<file path="config.mk">
export PLATFORM = sky130hd
export DESIGN_NAME = hyper_mvblck_todram
export DESIGN_NICKNAME = d
export VERILOG_FILES = /design/src/rtl/hyper_mvblck_pkg.sv /design/src/rtl/hyper_mvblck_todram_skid2.sv /design/src/rtl/hyper_mvblck_todram.sv
export SDC_FILE = /design/constraint.sdc
export NUM_CORES = 1
export LEC_CHECK = 0
export ABC_AREA = 1
export BUFFER_PORTS_ARGS = -buffer_cell sky130_fd_sc_hd__buf_2
export CAP_MARGIN = 20
export CORE_ASPECT_RATIO = 0.7
export CORE_MARGIN = 2
export CORE_UTILIZATION = 49
export CTS_BUF_LIST = sky130_fd_sc_hd__clkbuf_16
export DETAILED_ROUTE_END_ITERATION = 12
export GPL_TIMING_DRIVEN = 1
export PLACE_DENSITY = 0.85
export SLEW_MARGIN = 10
export SYNTH_ARGS = -nofsm -noshare
export SYNTH_HDL_FRONTEND = slang
export SYNTH_SLANG_ARGS = --single-unit
</file>
<file path="constraint.sdc">
create_clock -name CLK -period 2.1 [get_ports CLK]
set_input_delay 0.315 -clock CLK [delete_from_list [all_inputs] [get_ports CLK]]
set_output_delay 0.315 -clock CLK [all_outputs]
set_load 0.02 [all_outputs]
</file>
<file path="src/rtl/hyper_mvblck_pkg.sv">
// Shared types and widths for the LSAB->DRAM block mover.
package hyper_mvblck_pkg;

  localparam int SEC_W = 2;
  localparam int COL_W = 12;
  localparam int CNT_W = 6;

  typedef enum logic [1:0] {
    IDLE   = 2'd0,
    STREAM = 2'd1,
    DRAIN  = 2'd2
  } state_t;

endpackage

</file>
<file path="src/rtl/hyper_mvblck_todram_skid2.sv">
// Two-entry FIFO holding popped LSAB words (data + interrupt marker) while the MCU stalls.
module hyper_skid2 #(
  parameter int DW = 32
) (
  input  logic          CLK,
  input  logic          RST,
  input  logic          push_i,
  input  logic [DW-1:0] pushData_i,
  input  logic          pushInt_i,
  input  logic          pop_i,
  output logic [DW-1:0] headData_o,
  output logic          headInt_o,
  output logic [1:0]    occupancy_o
);

  logic [DW-1:0] data0_q, data0_d, data1_q, data1_d;
  logic          int0_q, int0_d, int1_q, int1_d;
  logic [1:0]    occ_q, occ_d;

  // Pop shifts entry 1 forward first, so a same-cycle push lands behind the survivor.
  always_comb begin
    data0_d = data0_q;
    data1_d = data1_q;
    int0_d  = int0_q;
    int1_d  = int1_q;
    occ_d   = occ_q;
    if (pop_i && occ_q != 2'd0) begin
      data0_d = data1_q;
      int0_d  = int1_q;
      occ_d   = occ_q - 2'd1;
    end
    if (push_i && occ_d != 2'd2) begin
      if (occ_d == 2'd0) begin
        data0_d = pushData_i;
        int0_d  = pushInt_i;
      end else begin
        data1_d = pushData_i;
        int1_d  = pushInt_i;
      end
      occ_d = occ_d + 2'd1;
    end
  end

  always_ff @(posedge CLK) begin
    if (!RST) begin
      data0_q <= '0;
      data1_q <= '0;
      int0_q  <= 1'b0;
      int1_q  <= 1'b0;
      occ_q   <= 2'd0;
    end else begin
      data0_q <= data0_d;
      data1_q <= data1_d;
      int0_q  <= int0_d;
      int1_q  <= int1_d;
      occ_q   <= occ_d;
    end
  end

  assign headData_o  = data0_q;
  assign headInt_o   = int0_q;
  assign occupancy_o = occ_q;

endmodule

</file>
<file path="src/rtl/hyper_mvblck_todram.sv">
// Block mover: drains one LSAB section into the MCU write port per issued command.
module hyper_mvblck_todram
  import hyper_mvblck_pkg::*;
#(
  parameter int DW = 32
) (
  input  logic             CLK,
  input  logic             RST,
  input  logic [COL_W-1:0] BLCK_START,
  input  logic [CNT_W-1:0] BLCK_COUNT_REQ,
  input  logic             BLCK_ISSUE,
  input  logic [SEC_W-1:0] BLCK_SECTION,
  output logic [CNT_W-1:0] BLCK_COUNT_SENT,
  output logic             BLCK_WORKING,
  output logic             BLCK_IRQ,
  output logic             BLCK_ABRUPT_STOP,
  output logic             LSAB_READ,
  output logic [SEC_W-1:0] LSAB_SECTION,
  input  logic [DW-1:0]    LSAB_DATA,
  input  logic             LSAB_INT,
  input  logic [3:0]       LSAB_EMPTY,
  output logic             MCU_WE,
  output logic [COL_W-1:0] MCU_COL_ADDR,
  output logic [DW-1:0]    MCU_WDATA,
  input  logic             MCU_STALL
);

  state_t           state_q, state_d;
  logic [COL_W-1:0] startCol_q, startCol_d;
  logic [CNT_W-1:0] reqCnt_q, reqCnt_d, issued_q, issued_d, sent_q, sent_d;
  logic [SEC_W-1:0] section_q, section_d;
  logic             inFlight_q, inFlight_d, stopPend_q, stopPend_d;
  logic             irqHit_q, irqHit_d, abruptHit_q, abruptHit_d;
  logic             irqOut_q, irqOut_d, abruptOut_q, abruptOut_d;
  logic             working_q, working_d;

  logic [1:0]    skidOcc;
  logic [DW-1:0] skidData, wordData;
  logic          skidInt, skidPush, skidPop, skidBusy;
  logic          wordValid, wordInt, arrivalInt, retire, popReq, secEmpty, haveCredit;

  // An arriving word bypasses the skid when it is empty, giving the one-cycle pop-to-write path.
  assign skidBusy   = (skidOcc != 2'd0);
  assign secEmpty   = LSAB_EMPTY[section_q];
  assign arrivalInt = inFlight_q & LSAB_INT;
  assign wordValid  = skidBusy | inFlight_q;
  assign wordData   = skidBusy ? skidData : (inFlight_q ? LSAB_DATA : '0);
  assign wordInt    = skidBusy ? skidInt : arrivalInt;
  assign retire     = wordValid & ~MCU_STALL;
  assign skidPush   = inFlight_q & (skidBusy | MCU_STALL);
  assign skidPop    = skidBusy & ~MCU_STALL;
  assign haveCredit = (skidOcc + {1'b0, inFlight_q}) < 2'd2;
  assign popReq     = (state_q == STREAM) & (issued_q < reqCnt_q) & ~secEmpty
                    & ~stopPend_q & ~arrivalInt & haveCredit;

  hyper_skid2 #(.DW(DW)) u_skid (
    .CLK         (CLK),
    .RST         (RST),
    .push_i      (skidPush),
    .pushData_i  (LSAB_DATA),
    .pushInt_i   (LSAB_INT),
    .pop_i       (skidPop),
    .headData_o  (skidData),
    .headInt_o   (skidInt),
    .occupancy_o (skidOcc)
  );

  always_comb begin
    state_d     = state_q;
    startCol_d  = startCol_q;
    reqCnt_d    = reqCnt_q;
    section_d   = section_q;
    issued_d    = issued_q;
    sent_d      = sent_q;
    stopPend_d  = stopPend_q;
    irqHit_d    = irqHit_q;
    abruptHit_d = abruptHit_q;
    irqOut_d    = irqOut_q;
    abruptOut_d = abruptOut_q;
    working_d   = working_q;
    inFlight_d  = popReq;
    if (popReq) issued_d = issued_q + CNT_W'(1);
    if (retire) begin
      sent_d = sent_q + CNT_W'(1);
      if (wordInt) irqHit_d = 1'b1;
    end
    if (arrivalInt) stopPend_d = 1'b1;
    case (state_q)
      IDLE: begin
        if (BLCK_ISSUE) begin
          startCol_d  = BLCK_START;
          reqCnt_d    = BLCK_COUNT_REQ;
          section_d   = BLCK_SECTION;
          issued_d    = '0;
          sent_d      = '0;
          stopPend_d  = 1'b0;
          irqHit_d    = 1'b0;
          abruptHit_d = 1'b0;
          irqOut_d    = 1'b0;
          abruptOut_d = 1'b0;
          working_d   = 1'b1;
          state_d     = STREAM;
        end
      end
      STREAM: begin
        // Section ran dry with nothing left to write: end the block short.
        if (issued_q < reqCnt_q && secEmpty && !inFlight_q && !skidBusy && !stopPend_q) begin
          stopPend_d  = 1'b1;
          abruptHit_d = 1'b1;
        end
        if (issued_q == reqCnt_q || stopPend_q) state_d = DRAIN;
      end
      DRAIN: begin
        if (!skidBusy && !inFlight_q) begin
          state_d     = IDLE;
          working_d   = 1'b0;
          irqOut_d    = irqHit_q;
          abruptOut_d = abruptHit_q | irqHit_q;
        end
      end
      default: state_d = IDLE;
    endcase
  end

  always_ff @(posedge CLK) begin
    if (!RST) begin
      state_q     <= IDLE;
      startCol_q  <= '0;
      reqCnt_q    <= '0;
      section_q   <= '0;
      issued_q    <= '0;
      sent_q      <= '0;
      inFlight_q  <= 1'b0;
      stopPend_q  <= 1'b0;
      irqHit_q    <= 1'b0;
      abruptHit_q <= 1'b0;
      irqOut_q    <= 1'b0;
      abruptOut_q <= 1'b0;
      working_q   <= 1'b0;
    end else begin
      state_q     <= state_d;
      startCol_q  <= startCol_d;
      reqCnt_q    <= reqCnt_d;
      section_q   <= section_d;
      issued_q    <= issued_d;
      sent_q      <= sent_d;
      inFlight_q  <= inFlight_d;
      stopPend_q  <= stopPend_d;
      irqHit_q    <= irqHit_d;
      abruptHit_q <= abruptHit_d;
      irqOut_q    <= irqOut_d;
      abruptOut_q <= abruptOut_d;
      working_q   <= working_d;
    end
  end

  assign BLCK_COUNT_SENT  = sent_q;
  assign BLCK_WORKING     = working_q;
  assign BLCK_IRQ         = irqOut_q;
  assign BLCK_ABRUPT_STOP = abruptOut_q;
  assign LSAB_READ        = popReq;
  assign LSAB_SECTION     = section_q;
  assign MCU_WE           = wordValid;
  assign MCU_COL_ADDR     = startCol_q + COL_W'(sent_q);
  assign MCU_WDATA        = wordData;

endmodule

</file>
==> results.md <==
- # DRC: 0
- Arr. time, crit path: 1.86 ns
- Tcrit/Tclk final: 1.03
- Worst skew pair latency: 0.34 ns
- Relative slew slack: 0.768
- Slew Limit Fails: 0
- Slew @ Worst Pin: 0.345 ns
- Number of global-route vias before repair: 4805
- Fin crit period: 2.17 ns
- Hold crit path type: in2reg
- Inserted Diodes: 0
- Gp weighted congestion: 0.826
- GRT overflow: 0
- Setup Viol. Count Final: 7
- CTS clk-pin slew, worst paths: 0.07 ns
- Die Width: 128 µm
- Max VDD drop: 0.588 mV
- Final wirelength: 14.1 mm
- Root buf cell: clkbuf_16
- Setup Skew: 0.00531 ns
- Routed Antenna Nets: 0
- Worst Hold Depth: 3
- Starting density of the core: 0.507
- Layout Nets: 944
- Worst EP required: 1.78 ns
- Core area: 10400 µm²
- CP cell instances: ha_4 -> inv_2 -> fa_2 -> inv_2 -> a21oi_2 -> buf_4 -> xor2_1 -> buf_4
- LEAKAGE: 0.00315 µW
- Starting DRC count in detailed routing: 422
- Largest fanout on the critical path: 3
- Via density: 5.31
- Pwr dens: 902 nW/µm²
- Full die area: 11600 µm²
- Largest net degree at the start of global routing: 91
- Post-DP HPWL: 8.66 mm
- Hold Slack: 0.227 ns
- Netlist cell types: 31
- Final Hold Fails: 0
- WL/cell: 14.1 µm
- Failing checks: setup timing
- Syn_area_per_cell: 7.15 µm²
- H-tree depth: 3
- Gr usage total: 0.234
- Layout cells sized above 1: 0.257
- Critical-path cell with the highest stage delay: dfxtp_2
- Die height: 90.8 µm
- Status: complete, but fails checks
- RSZ-0062 raised after global routing: yes
- CTS tree: built
- Synth Instances: 737
- Peak Freq: 0.461 GHz
- IO Pins: 118
- Sum Neg Setup Slack: -0.177 ns
- Synthesis-to-layout area growth: 28.7%
- Final setup margin: -0.0708 ns
- Critical Path Start Type: flop
- Global-route wire length before repair: 22.4 mm
- Buffers added on ports: 117
- Yosys synthesis warning count: 0
- Via count: 5310
- Sequential-to-total area share from yosys stat: 0.414
- #FFs+latches synth: 109
- Leading post-synthesis cells by cell area: dfxtp_1, o21ai_0, a21oi_1
- Num CTS Buffers: 9
- Bufs on Longest Clock Path: 2
- Initial antenna violation count: 0
- CP max stage delay: 0.36 ns
- Drt pass-1 iters: 5
- Clock sink count: 109
- Post-Syn Nets: 816
- Netlist Area Pre-Place: 5270 µm²
- Max-Cap Viols: 0
- Reg2Reg Depth: 13
- Row count: 31
- Largest area contributor in the netlist: dfxtp_1
- Critical path class: reg2out
- Crit. End Element: output port
- Area fraction of the dominant cell type after synthesis: 0.414
## sequential cells by signal (all words and copies together) (netlist names), 2 cells and up
signal              flops
BLCK_COUNT_SENT         6
LSAB_SECTION            2
issued_q                6
reqCnt_q                6
startCol_q             12
state_q                 2
u_skid.data1_q         32
u_skid.headData_o      32
u_skid.occupancy_o      2
## cell families (layout without fill, tap and decap cells)
kind of cell	count (synthesis)	after routing	share of synthesized area
xor gates and xnor gates	12	12	0.0199
AOI/OAI and AO/OA	262	262	0.258
DFF	109	109	0.414
muxes	1	1	0.00214
and+or+nand+nor	177	177	0.138
adders and majority gates	18	18	0.0442
buffers and inverters	158	289	0.123
## routing by layer
layer	up-vias	wire [µm]	track usage	part of all wire
met3	21	699	0.0527	0.050
li1	2694	-	-	-
met2	150	6480	0.369	0.46
met4	0	197	0.0650	0.014
met1	2445	6680	0.322	0.48
met5	-	0	0	0
## layout make-up
| cell class | instances | area [µm²] |
|---|---|---|
| fillers | 867 | 3610 |
| multi-input cells | 470 | 2600 |
| flip-flops and latches | 109 | 2210 |
| repair buffers | 159 | 1100 |
| inverters | 116 | 438 |
| clock buffers | 9 | 225 |
| well taps | 132 | 165 |
| clock inverters | 5 | 45.0 |
## cell usage in the layout, fill, tap and decap left out, drive strengths merged, types with 5 or more instances in the layout
cell and count:
ha 17, nand2 102, o22ai 32, xor2 10, o21ai 132, a21oi 95, nor2 47, inv 117
nand3 17, nor3 5, buf 158, clkbuf 9, dfxtp 109
## report_power, final
group	switching, µW	leakage, µW	total (µW)	internal, µW
logic	1300	0.00212	2200	901
clock network	706	0.000135	1600	895
registers	94.4	0.000891	2320	2230
total	2100	0.00315	6120	4020
## final timing paths
kind,from,endpoint,slack [ns]
setup / recovery,startCol_q[0]$_SDFFE_PN0P_,MCU_COL_ADDR[6],-0.07
hold / removal,BLCK_START[2],startCol_q[2]$_SDFFE_PN0P_,0.23
setup reg to reg,u_skid.occupancy_o[1]$_SDFF_PN0_,u_skid.headData_o[12]$_SDFF_PN0_,-0.02
hold reg to reg,BLCK_WORKING$_SDFFE_PN0P_,BLCK_WORKING$_SDFFE_PN0P_,0.46
## worst max-delay path, delay by kind of cell, from the launching register on
kind	cells	cell delay, ns
xor gates and xnor gates	1	0.16
buffers and inverters	4	0.44
AOI/OAI and AO/OA	1	0.06
DFF	1	0.36
adders and majority gates	2	0.50
## synthesized netlist by cell type (all sizes together)
cell,instances
a21o,1
a21oi,95
a31oi,1
buf,21
clkbuf,21
dfxtp,109
fa,1
ha,17
inv,116
mux2,1
nand2,102
nand3,17
nand4,4
nor2,47
nor3,5
nor4,1
o21a,1
o21ai,132
o22ai,32
or2,1
xnor2,2
xor2,10
## repair_timing
| item | 4_1_cts | 5_1_grt |
|---|---|---|
| endpoints found under the setup margin | 53 | 47 |
| gates resized for setup | 59 | 23 |
| hold buffers | 0 | 0 |
| setup buffers | 13 | 12 |
| pin swaps | 17 | 14 |
| cloned | 5 | 0 |
## stage by stage
step                instances  worst slack (ns)  utilization  power (µW)  area (µm²)
finish                   1000           -0.0708        0.653        6120        6780
global route             1000            -0.132        0.653        6440        6780
CTS                       989            -0.100        0.641        5910        6660
detailed placement        957           -0.0180        0.574        3910        5970
global placement          957            0.0664        0.574        3850        5970
floorplan                 737           0.00746            -        3470        5270
Power figures use the tool's default switching activity.
